===== config.mk =====
export PLATFORM = sky130hd
export DESIGN_NAME = lut_code_decoder
export DESIGN_NICKNAME = d
export VERILOG_FILES = /design/src/rtl/lut_code_pkg.sv /design/src/rtl/lut_code_dec_lane.sv /design/src/rtl/lut_code_decoder.sv
export SDC_FILE = /design/constraint.sdc
export NUM_CORES = 1
export LEC_CHECK = 0
export ABC_CLOCK_PERIOD_IN_PS = 4500
export BUFFER_PORTS_ARGS = -buffer_cell sky130_fd_sc_hd__buf_2
export CELL_PAD_IN_SITES_DETAIL_PLACEMENT = 1
export CELL_PAD_IN_SITES_GLOBAL_PLACEMENT = 2
export CORE_MARGIN = 4
export CORE_UTILIZATION = 35
export CTS_CLUSTER_DIAMETER = 40
export DETAILED_ROUTE_END_ITERATION = 10
export GPL_TIMING_DRIVEN = 0
export MAX_ROUTING_LAYER = met4
export PLACE_DENSITY = 0.85
export RECOVER_POWER = 50
export SKIP_LAST_GASP = 1
export SYNTH_ARGS = -nofsm -noshare
export SYNTH_HDL_FRONTEND = slang
export SYNTH_SLANG_ARGS = --single-unit

===== constraint.sdc =====
create_clock -name clk -period 4.5 [get_ports clk]
set_input_delay 0.45 -clock clk [delete_from_list [all_inputs] [get_ports clk]]
set_output_delay 0.45 -clock clk [all_outputs]
set_load 0.01 [all_outputs]

===== src/rtl/lut_code_pkg.sv =====
// ============================================================================
// lut_code_pkg -- legal 3b->4b lane codewords, canonical values, FSM states
// Rev 1.0
// ============================================================================
`default_nettype none

package lut_code_pkg;

    localparam int LANE_CW = 4;
    localparam int LANE_DW = 3;

    localparam logic [LANE_CW-1:0] CW_000 = 4'b0000;
    localparam logic [LANE_CW-1:0] CW_001 = 4'b0101;
    localparam logic [LANE_CW-1:0] CW_011 = 4'b0110;
    localparam logic [LANE_CW-1:0] CW_100 = 4'b1001;
    localparam logic [LANE_CW-1:0] CW_101 = 4'b1010;
    localparam logic [LANE_CW-1:0] CW_111 = 4'b1111;

    localparam logic [LANE_DW-1:0] DV_000 = 3'b000;
    localparam logic [LANE_DW-1:0] DV_001 = 3'b001;
    localparam logic [LANE_DW-1:0] DV_011 = 3'b011;
    localparam logic [LANE_DW-1:0] DV_100 = 3'b100;
    localparam logic [LANE_DW-1:0] DV_101 = 3'b101;
    localparam logic [LANE_DW-1:0] DV_111 = 3'b111;

    typedef enum logic [1:0] {
        OK      = 2'd0,
        SUSPECT = 2'd1,
        FAULT   = 2'd2
    } state_t;

endpackage

`default_nettype wire


===== src/rtl/lut_code_dec_lane.sv =====
// ============================================================================
// lut_code_dec_lane -- combinational 4b codeword -> {3b canonical value, err}
// Rev 1.0
// ============================================================================
`default_nettype none

module lut_code_dec_lane
    import lut_code_pkg::*;
(
    input  logic [LANE_CW-1:0] code,
    output logic [LANE_DW-1:0] value,
    output logic               err
);

    always_comb begin
        value = DV_000;
        err   = 1'b0;
        case (code)
            CW_000:  value = DV_000;
            CW_001:  value = DV_001;
            CW_011:  value = DV_011;
            CW_100:  value = DV_100;
            CW_101:  value = DV_101;
            CW_111:  value = DV_111;
            default: err   = 1'b1;
        endcase
    end

endmodule

`default_nettype wire


===== src/rtl/lut_code_decoder.sv =====
// ============================================================================
// lut_code_decoder -- lane-code receive decoder with sticky fault FSM.
// Optional LUT_DEC_HOLD_LAST_EN: illegal lanes repeat last legal lane value.
// Rev 1.0
// ============================================================================
`default_nettype none

module lut_code_decoder
    import lut_code_pkg::*;
#(
    parameter int N_LANES    = 4,
    parameter int CNT_W      = 8,
    parameter int ERR_THRESH = 3
) (
    input  logic                       clk,
    input  logic                       rst_n,
    input  logic                       in_valid,
    output logic                       in_ready,
    input  logic [LANE_CW*N_LANES-1:0] in_code,
    output logic                       out_valid,
    input  logic                       out_ready,
    output logic [LANE_DW*N_LANES-1:0] out_data,
    output logic [N_LANES-1:0]         out_err,
    input  logic                       clr_fault,
    output logic                       fault,
    output logic [CNT_W-1:0]           err_cnt
);

    localparam logic [3:0] c_thresh = 4'(ERR_THRESH);

    logic [LANE_DW*N_LANES-1:0] w_val;
    logic [LANE_DW*N_LANES-1:0] w_sel;
    logic [N_LANES-1:0]         w_lerr;
    logic                       w_accept;
    logic                       w_beat_err;

    logic                       r_out_valid;
    logic [LANE_DW*N_LANES-1:0] r_out_data;
    logic [N_LANES-1:0]         r_out_err;
    logic [CNT_W-1:0]           r_err_cnt;
    state_t                     r_state;
    state_t                     w_state_nxt;
    logic [3:0]                 r_run;
    logic [3:0]                 w_run_nxt;

    generate
        for (genvar i = 0; i < N_LANES; i++) begin : g_lane
            lut_code_dec_lane u_lane (
                .code  (in_code[LANE_CW*i +: LANE_CW]),
                .value (w_val[LANE_DW*i +: LANE_DW]),
                .err   (w_lerr[i])
            );
        end
    endgenerate

`ifdef LUT_DEC_HOLD_LAST_EN
    logic [LANE_DW*N_LANES-1:0] r_last;

    always_ff @(posedge clk or negedge rst_n) begin
        if (!rst_n) begin
            r_last <= '0;
        end else if (w_accept) begin
            for (int i = 0; i < N_LANES; i++) begin
                if (!w_lerr[i]) r_last[LANE_DW*i +: LANE_DW] <= w_val[LANE_DW*i +: LANE_DW];
            end
        end
    end

    always_comb begin
        w_sel = w_val;
        for (int i = 0; i < N_LANES; i++) begin
            if (w_lerr[i]) w_sel[LANE_DW*i +: LANE_DW] = r_last[LANE_DW*i +: LANE_DW];
        end
    end
`else
    assign w_sel = w_val;
`endif

    assign in_ready   = !r_out_valid || out_ready;
    assign w_accept   = in_valid && in_ready;
    assign w_beat_err = |w_lerr;

    // Single output stage: refill on accept, empty only when downstream takes it
    always_ff @(posedge clk or negedge rst_n) begin
        if (!rst_n) begin
            r_out_valid <= 1'b0;
            r_out_data  <= '0;
            r_out_err   <= '0;
        end else if (w_accept) begin
            r_out_valid <= 1'b1;
            r_out_data  <= w_sel;
            r_out_err   <= w_lerr;
        end else if (out_ready) begin
            r_out_valid <= 1'b0;
        end
    end

    // clr_fault overrides the state update; an erroneous beat in that cycle opens a new run
    always_comb begin
        w_state_nxt = r_state;
        w_run_nxt   = r_run;
        if (clr_fault) begin
            w_state_nxt = OK;
            w_run_nxt   = 4'd0;
            if (w_accept && w_beat_err) begin
                w_run_nxt   = 4'd1;
                w_state_nxt = (c_thresh == 4'd1) ? FAULT : SUSPECT;
            end
        end else if (w_accept) begin
            case (r_state)
                OK: begin
                    if (w_beat_err) begin
                        w_run_nxt   = 4'd1;
                        w_state_nxt = (c_thresh == 4'd1) ? FAULT : SUSPECT;
                    end
                end
                SUSPECT: begin
                    if (w_beat_err) begin
                        w_run_nxt = r_run + 4'd1;
                        if (r_run + 4'd1 == c_thresh) w_state_nxt = FAULT;
                    end else begin
                        w_run_nxt   = 4'd0;
                        w_state_nxt = OK;
                    end
                end
                FAULT: begin
                    w_state_nxt = FAULT;
                end
                default: begin
                    w_state_nxt = OK;
                    w_run_nxt   = 4'd0;
                end
            endcase
        end
    end

    always_ff @(posedge clk or negedge rst_n) begin
        if (!rst_n) begin
            r_state <= OK;
            r_run   <= 4'd0;
        end else begin
            r_state <= w_state_nxt;
            r_run   <= w_run_nxt;
        end
    end

    always_ff @(posedge clk or negedge rst_n) begin
        if (!rst_n) begin
            r_err_cnt <= '0;
        end else if (w_accept && w_beat_err && (r_err_cnt != {CNT_W{1'b1}})) begin
            r_err_cnt <= r_err_cnt + CNT_W'(1);
        end
    end

    assign out_valid = r_out_valid;
    assign out_data  = r_out_data;
    assign out_err   = r_out_err;
    assign fault     = (r_state == FAULT);
    assign err_cnt   = r_err_cnt;

endmodule

`default_nettype wire


======== Yosys cells after proc, flatten, opt, wreduce, memory -nomap -nowiden ========
Cells that the tools add are included.
Widths: inputs -> output; s select.
cells by class
  add/sub/neg operators ................... 2
  equal/unequal tests ..................... 27
  multiplexer cells ....................... 23
  reductions and logical operators ........ 19
operator list
  cell                 count
  $pmux 3 s5           4
  $eq 4x4->1 const B   12
  $eq 4x3->1 const B   8
  $reduce_or 6->1      4
  $logic_not 4->1      4
  $mux 4               4
  $pmux 4 s3           1
  $mux 2               5
  $add 8x1->8 const B  1
  $mux 1               8
  $ne 8x8->1 const B   1
  $pmux 2 s3           1
  $reduce_and 3->1     2
  $add 4x1->4 const B  1
  $eq 4x2->1 const B   1
  $ne 4x4->1 const B   1
  $reduce_bool 2->1    2
  $reduce_or 4->1      1
  $logic_and 1x1->1    3
  $ne 3x3->1 const B   1
  $eq 2x1->1 const B   1
  $eq 2x2->1 const B   1
  $logic_not 2->1      1
  $ne 2x2->1 const B   1
  2 further kinds      2
word-level totals
  flip-flop bits (word level) ............. 31
  bits of input ports ..................... 21
  output and inout port bits .............. 27
  word-level logic and storage cells ...... 77

======== Longest topological paths before layout ========
Gate-level depths: netlist of the first run.
  depth after elaboration ................. 8
  mapped depth ............................ 6
  depth with buffers taken out ............ 6

======== Cells and area by module ========
A second synthesis of the first run with hierarchy kept.
second synthesis, totals
  cells, all modules ...................... 190
  area total of the unflattened synthesis .. 1996.9 um^2
modules (own cells, without submodules)
  module             instances  cells an instance  area an instance (um^2)  seq. area each (um^2)
  lut_code_decoder   1          118                1441.4                   775.7
  lut_code_dec_lane  4          18                 138.9                    0.0

======== Worst setup path after synthesis of the first run ========
No wires, ideal clock.
  path kind ............................... input -> register
  start ................................... input in_code[13]
  end ..................................... register r_err_cnt[1] (netlist: err_cnt[1])
  library setup time ...................... 128 ps
  arrival ................................. 1896 ps
  data required time ...................... 4372 ps
  slack ................................... 2476 ps
  cell stages on the path ................. 6
  path buffers ............................ 1
  path through ............................ buf_2 -> or4_4 -> o211ai_4 -> a41oi_4 -> nand2_1 -> mux2_1
on the way
  cells in the longest elaborated chain, start to end .. 6
  elaborated cells between the ends (all ways) .. 11
  those cells by class .................... eq/ne (5); mux (1); reduce/logical (5)
ends and longest elaborated chain
  what                                      RTL line                 RTL
  start: declaration                        lut_code_decoder.sv:19   input logic [LANE_CW*N_LANES-1:0] in_code,
  $eq 4x3->1, or another cell as far along  lut_code_dec_lane.sv:18  case (code)
  $reduce_or 6->1 (no source line) (*)      --
  $mux 1 (*)                                lut_code_dec_lane.sv:18
  $reduce_or 4->1 (*)                       lut_code_decoder.sv:81   assign w_beat_err = |w_lerr;
  $logic_and 1x1->1 (*) (2 in series)       lut_code_decoder.sv:150  end else if (w_accept && w_beat_err && (r_err_cnt != {CNT_W{1'b1}})) begin
  end signal: assignment                    lut_code_decoder.sv:151  r_err_cnt <= r_err_cnt + CNT_W'(1);
  end: declaration                          lut_code_decoder.sv:40   logic [CNT_W-1:0] r_err_cnt;
Every way passes the cells marked *; elsewhere a longest branch is shown, timed or not.
A chain may end at the register's enable or synchronous reset.

======== Worst setup path in the final report of the first run ========
  start ................................... input in_code[4]
  end ..................................... register r_err_cnt[1] (netlist: err_cnt[1])
The elaborated chain is that of the path after synthesis.

==> results of run 1 <==
## cells in the final DEF (no fill, tap or decap), types with 2 or more instances in the layout
master and instances:
o211ai_4 3, mux2i_1 3, nor3_1 3, ha_1 3, a32o_1 3, nor2_1 10, xor2_1 3, xnor2_1 18
clkbuf_1 18, buf_6 4, nand3_1 10, nor3b_1 5, a21oi_1 12, buf_4 2, a32oi_1 3, o21ai_0 8
nand2_1 24, nor2b_1 2, clkbuf_8 7, nand2b_1 9, dfrtp_1 31, o21ai_1 10, mux2_1 2, or4_4 4
buf_2 28, nand4_1 9, a41oi_4 2, and3_1 4
## layout make-up
type	instances	share of cell area, %
Inverter	1	0.1585
Buffer	20	5.283
Clock buffer	8	4.226
Multi-Input combinational cell	163	47.91
Timing Repair Buffer	31	5.864
Tap cell	72	3.803
Sequential cell	31	32.75
## where the power goes
part	internal (uW)	switching, uW
clock network	140	105
registers	328	49.7
logic	106	140
## how the worst max path moves through the flow
stage / startpoint / endpoint / slack (ns) / depth (start not counted)
global route: rst_n / out_data[6] / 2.50 / 1
detailed placement: in_code[13] / err_cnt[1] / 2.32 / 6
floorplan: in_code[13] / err_cnt[1] / 2.48 / 6
global placement: in_code[13] / err_cnt[1] / 2.34 / 6
CTS: in_code[13] / err_cnt[1] / 2.63 / 6
finish: in_code[4] / err_cnt[1] / 2.63 / 6
## metal layers
layer / vias up / wire length [um] / global-route usage, %
met1: 852 / 2201 / 18.03
met3: 7 / 197 / 3.140
li1: 841 / - / -
met5: - / 0 / -
met2: 31 / 2325 / 23.46
met4: 0 / 78 / 5.180
## cells by family after synthesis
family,count (synthesis),synth area share [%]
mux,5,2.577
buf+inv,21,6.318
flops,31,38.04
simple gates,87,23.68
xor+xnor,21,9.019
fa+ha+maj,3,1.841
compound gates,47,18.53
## sequential cells by signal (all words and copies together), names as in the netlist
register / flops
r_run: 4
err_cnt: 8
out_err: 4
r_state: 2
out_data: 12
out_valid: 1
## critical path: stages
cell and delay (ns):
buf_4 0.14, or4_4 0.51, o211ai_2 0.17, a41oi_4 0.26, nand2_1 0.17, mux2_1 0.33
## metrics by stage
step / hold slack [ns] / instances / util (%) / instance area [um2]
3_5_place_dp: 0.4664 / 318 / 40.99 / 2285
2_1_floorplan: 0.1544 / 215 / - / 2039
3_3_place_gp: 0.4623 / 318 / 40.99 / 2285
4_1_cts: 0.2409 / 326 / 42.78 / 2385
5_1_grt: 0.4075 / 326 / 42.49 / 2369
6_report: 0.4123 / 326 / 42.49 / 2369
==> results.toml, run 1 <==
[route]
first_pass_iters = 4
routed_via_density = 5.310
route.vias.total = 1731
wl_per_cell_um = 14.73
routed_wirelength_um = 4803
antenna_left = 0
drt_iter0_drc = 27
drc_errors = 0

[clock_tree]
h-tree-depth = 2
clock_path_buffers = 2
clkSinkCount = 31
clk_root_buffer_cell = "clkbuf_8"
path_clk_slew_ns = 0.06
cts_hold_buf = 0
postCtsSetupBuffers = 0
cts_tree = "done"
cts_buffers = 5
cts.repair.resized = 0
insertion_delay_ns = 0.28

[synth]
netlist_area_mm2 = 0.002039
synth_cells = 215
ys_ff_latch = 31
yosysWarnings = 0
ys_async_sr_fraction_pct = 100.0
synth_most_common_cell = "dfrtp_1"
yosysTopAreaCellShare_pct = 38.04
netlist_top_cells_count = "31 x dfrtp_1, 24 x nand2_1, 18 x xnor2_1"
synth_nets = 239
synthFlopType = "dfrtp_1"
synth_edf_count = 0
syn_area_per_cell_um2 = 9.486
ys_types = 41
synth.top_cells.by_area = "dfrtp_1 38%, xnor2_1 7.7%, nand2_1 4.4%"
ys_seq_area_share_pct = 38.04
synth_top_cell_by_area = "dfrtp_1"

[global_routing]
grt_max_degree = 32
grt_pass1_wl_um = 8245
gr-total-overflow = 0
grt_pass1_vias = 1715
grtUsageTotal_pct = 14.56
antenna_found_initial = 0

[timing]
worst_slack_ns = 2.629
fin_crit_sh_pct = 41.59
fmax_mhz = 534.3
setup_tns_ns = 0
worstMarginPinSlew_ns = 1.699
slew_headroom_pct = -13.25
maxSlewViolCount = 32
setup_viol = 0
finClkSkew_ns = 0.003840
rsz0062_at_grt = "no"
fin_crit_ns = 1.871
hold_viol = 0

[setup_path]
path_class = "in -> reg"
r2r_end = "err_cnt[1]"
r2r-start = "out_valid"
r2r_slack_ns = 2.69
critPathMaxFanout = 10
cp_data_arrival_time_ns = 2.04
cp-end-kind = "flop"
reg2reg_depth = 5
critPathRequiredTime_ns = 4.66
cp-start-kind = "input port"

[die]
die-area_mm2 = 0.007112
design.portCount = 48
core-area_mm2 = 0.005574
die_h_um = 84.34
initial_core_util_pct = 36.59
dieWidth_um = 84.34
rows = 27

[finish]
multi_input_area_mm2 = 0.001135
layout-drive-gt1-share_pct = 20.08
finalNetCount = 277
n_fill_cell = 676
syn_to_final_growth_pct = 16.13
register_area_um2 = 775.7
antenna_cells = 0

[power]
ir_drop_uv = 140.6
leakage_uw = 0.0009884
p_total_uw = 868.3
cellPowerDensity_mw_per_mm2 = 366.6

[min_path]
holdPathEnd = "out_valid"
hp-class = "in -> reg"
min_path_cells = 2
min_from = "in_valid"

[status]
status = "finished, violations left"
violations = "max-capacitance violations, max-slew violations"

[job]
maxCapViolCount = 1

[place]
pre_cts_ws_ns = 2.322
place_hpwl_um = 3586
place_congestion = 0.7652
portBuffers = 31
(Power assumes the default switching activity.)
==> run 2, diff against run 1 <==
--- a/config.mk
+++ b/config.mk
@@ -5,17 +5,18 @@
 export SDC_FILE = /design/constraint.sdc
 export NUM_CORES = 1
 export LEC_CHECK = 0
-export ABC_CLOCK_PERIOD_IN_PS = 4500
+export ABC_AREA = 1
+export ABC_CLOCK_PERIOD_IN_PS = 1700
 export BUFFER_PORTS_ARGS = -buffer_cell sky130_fd_sc_hd__buf_2
 export CELL_PAD_IN_SITES_DETAIL_PLACEMENT = 1
 export CELL_PAD_IN_SITES_GLOBAL_PLACEMENT = 2
 export CORE_MARGIN = 4
-export CORE_UTILIZATION = 35
+export CORE_UTILIZATION = 26
 export CTS_CLUSTER_DIAMETER = 40
 export DETAILED_ROUTE_END_ITERATION = 10
 export GPL_TIMING_DRIVEN = 0
 export MAX_ROUTING_LAYER = met4
-export PLACE_DENSITY = 0.85
+export PLACE_DENSITY = 0.75
 export RECOVER_POWER = 50
 export SKIP_LAST_GASP = 1
 export SYNTH_ARGS = -nofsm -noshare
==> constraint.sdc (replaced) <==
create_clock -name clk -period 1.7 [get_ports clk]
set_input_delay 0.17 -clock clk [delete_from_list [all_inputs] [get_ports clk]]
set_output_delay 0.17 -clock clk [all_outputs]
set_load 0.01 [all_outputs]
==> run 2 against run 1 <==
- first-iteration DRC count increased by 19%
- clock skew increased by 0.00091 ns
- largest cell class unchanged
- critical endpoint is now r_state[1]
- critical path type is now reg -> reg
- combinational power increased to 2.9 times the previous value
- non-clock buffer count increased by 1
- die area increased by 26%
- the flow now finishes without violations
- sequential share of layout area decreased by 0.052 points
- global-route usage decreased by 2.4 points
==> results.toml, run 2 <==
[status]
status = "completed"

[clock_tree]
cts_buffers = 5
clock_path_buffers = 2
cts_tree = "done"
path_clk_slew_ns = 0.06
h-tree-depth = 2
postCtsSetupBuffers = 0
insertion_delay_ns = 0.28
clkSinkCount = 31
clk_root_buffer_cell = "clkbuf_8"

[setup_path]
critPathRequiredTime_ns = 1.87
cp-start-kind = "flop"
slowest_stage = "o21ai_0"
cp_data_arrival_time_ns = 1.72
reg2reg_depth = 6
r2r_end = "r_state[1]"
cp-end-kind = "flop"
path_class = "reg -> reg"
path_cells = "nand2_1 > nand2_1 > o21ai_0 > nand2_4 > nor2_1 > a21oi_2"
r2r-start = "out_valid"
critical-path-max-stage-delay_ns = 0.49
critPathMaxFanout = 7
crit_buf_inv = 0
crit_family = "simple AND/OR/NAND/NOR gates"
r2r_slack_ns = 0.15
critPathMostFrequentCell = "nand2_1"

[global_routing]
grtUsageTotal_pct = 12.17
grt_pass1_wl_um = 8549
grt_pass1_vias = 1845
grt_max_degree = 32
gr-total-overflow = 0
antenna_found_initial = 0

[finish]
stdcell_area_mm2 = 0.002372
final_cell_mix = "80 x nand2_1, 35 x nor2_1, 33 x inv_1"
syn_to_final_growth_pct = 21.69
layout-drive-gt1-share_pct = 20.31
final_common_cell = "nand2_1"
finalNetCount = 348
antenna_cells = 0
largest_register_ffs = 12

[die]
core-area_mm2 = 0.007253
dieWidth_um = 94.59
initial_core_util_pct = 26.88
rows = 31
design.portCount = 48
die-area_mm2 = 0.008947
die_h_um = 94.59

[place]
postPlaceCellArea_mm2 = 0.002308
place_congestion = 0.7473
place_hpwl_um = 3954
portBuffers = 47

[timing]
finClkSkew_ns = 0.004748
hold_viol = 0
worstMarginPinSlew_ns = 0.7910
fin_crit_ns = 1.551
fmax_mhz = 644.9
fin_crit_sh_pct = 91.21
setup_viol = 0
rsz0062_at_grt = "no"
slew_headroom_pct = 47.27
maxSlewViolCount = 0
setup_tns_ns = 0

[synth]
synth_edf_count = 0
syn_area_per_cell_um2 = 7.247
synth_cells = 269
synth.top_cells.by_area = "dfrtp_1 40%, nand2_1 15%, nor2_1 6.7%"
ys_async_sr_fraction_pct = 100.0
netlist_area_mm2 = 0.001949
yosysTopAreaCellShare_pct = 39.79
netlist_top_cells_count = "80 x nand2_1, 35 x nor2_1, 33 x inv_1"
ys_seq_area_share_pct = 39.79
synth_nets = 293
synth_most_common_cell = "nand2_1"
synthFlopType = "dfrtp_1"
yosysWarnings = 0
ys_types = 28
synth_top_cell_by_area = "dfrtp_1"
ys_ff_latch = 31

[power]
cellPowerDensity_mw_per_mm2 = 967.0
leakage_uw = 0.001264
ir_drop_uv = 251.8

[min_path]
holdPathEnd = "out_valid"
min_from = "out_ready"
hp-class = "in -> reg"
min_path_cells = 4

[route]
first_pass_iters = 4
wl_per_cell_um = 11.87
antenna_left = 0
route.vias.total = 1827
routed_via_density = 4.309
drt_iter0_drc = 32
routed_wirelength_um = 5034
drc_errors = 0

[job]
maxCapViolCount = 0
## run 2: cell count changes after synthesis, sizes merged, moves of 4 or more
cell	change
inv	+38
nor2	+34
or4	-5
nand3	+6
and3	-4
nor3b	-5
xnor2	-15
nand2	+64
buf	-14
nand4	-5
o211ai	-5
a21oi	-6
nand2b	-9
a31oi	+7
## run 2: power by group
part,switching (uW),internal (uW)
registers,141,882
clock network,267,287
logic,449,268
total,858,1440
## run 2: worst max-delay path by stage
stage / from / endpoint / slack, ns / cells past startpoint
finish: out_valid / r_state[1] / 0.15 / 6
global route: out_valid / out_data[0] / 0.004 / 7
CTS: out_valid / r_state[1] / 0.12 / 6
detailed placement: out_valid / out_data[5] / 0.006 / 5
global placement: out_valid / out_data[5] / 0.03 / 5
floorplan: err_cnt[1] / err_cnt[0] / 0.26 / 7
## run 2: kinds of logic after synthesis
| group | Yosys count | synth area share [%] |
|---|---|---|
| flip-flops | 31 | 39.79 |
| AO/OA/AOI/OAI | 31 | 10.14 |
| adder cells (fa/ha/maj) | 3 | 1.926 |
| AND/OR/NAND/NOR | 154 | 35.69 |
| XOR/XNOR | 7 | 3.531 |
| buffers and inverters | 43 | 8.921 |
## run 2: repair_timing
| action | 4_1_cts | 5_1_grt |
|---|---|---|
| endpoints found under the setup margin | 1 | 0 |
| resized for setup | 1 | 0 |
| hold buffers | 1 | 0 |
| hold endpoints to repair | 31 | 0 |
## run 2: layout make-up
| class | instances | area [um2] |
|---|---|---|
| Fill cell | 954 | 4881 |
| Multi-Input combinational cell | 195 | 999.7 |
| Sequential cell | 31 | 775.7 |
| Timing Repair Buffer | 48 | 216.5 |
| Inverter | 39 | 146.4 |
| Tap cell | 99 | 123.9 |
| Clock buffer | 7 | 76.32 |
| Buffer | 4 | 28.78 |
| Clock inverter | 1 | 5.005 |
## run 2: per-layer routing
metal / global-route usage [%] / wire, um / vias to the layer above
li1: - / - / 949
met1: 16.15 / 2514 / 843
met2: 18.85 / 2254 / 30
met3: 2.869 / 223 / 5
met4: 2.885 / 42 / 0
met5: - / 0 / -
## run 2: per-stage QoR
step                worst slack [ns]  instances  total power [uW]  hold WS (ns)  util, %
floorplan                     0.2568        269              1492       -0.1256        -
global placement             0.03286        415              1780        0.2780    31.83
detailed placement          0.006491        415              1795        0.2798    31.83
CTS                           0.1153        424              2373        0.1756    33.10
global route                0.004035        424              2483        0.2011    32.71
finish                        0.1494        424              2294        0.1754    32.71
## run 2: tightest hold or removal path, cell delays in order
cell and delay (ns):
buf_2 0.07, inv_1 0.03, nand2_1 0.08, nand2_1 0.06
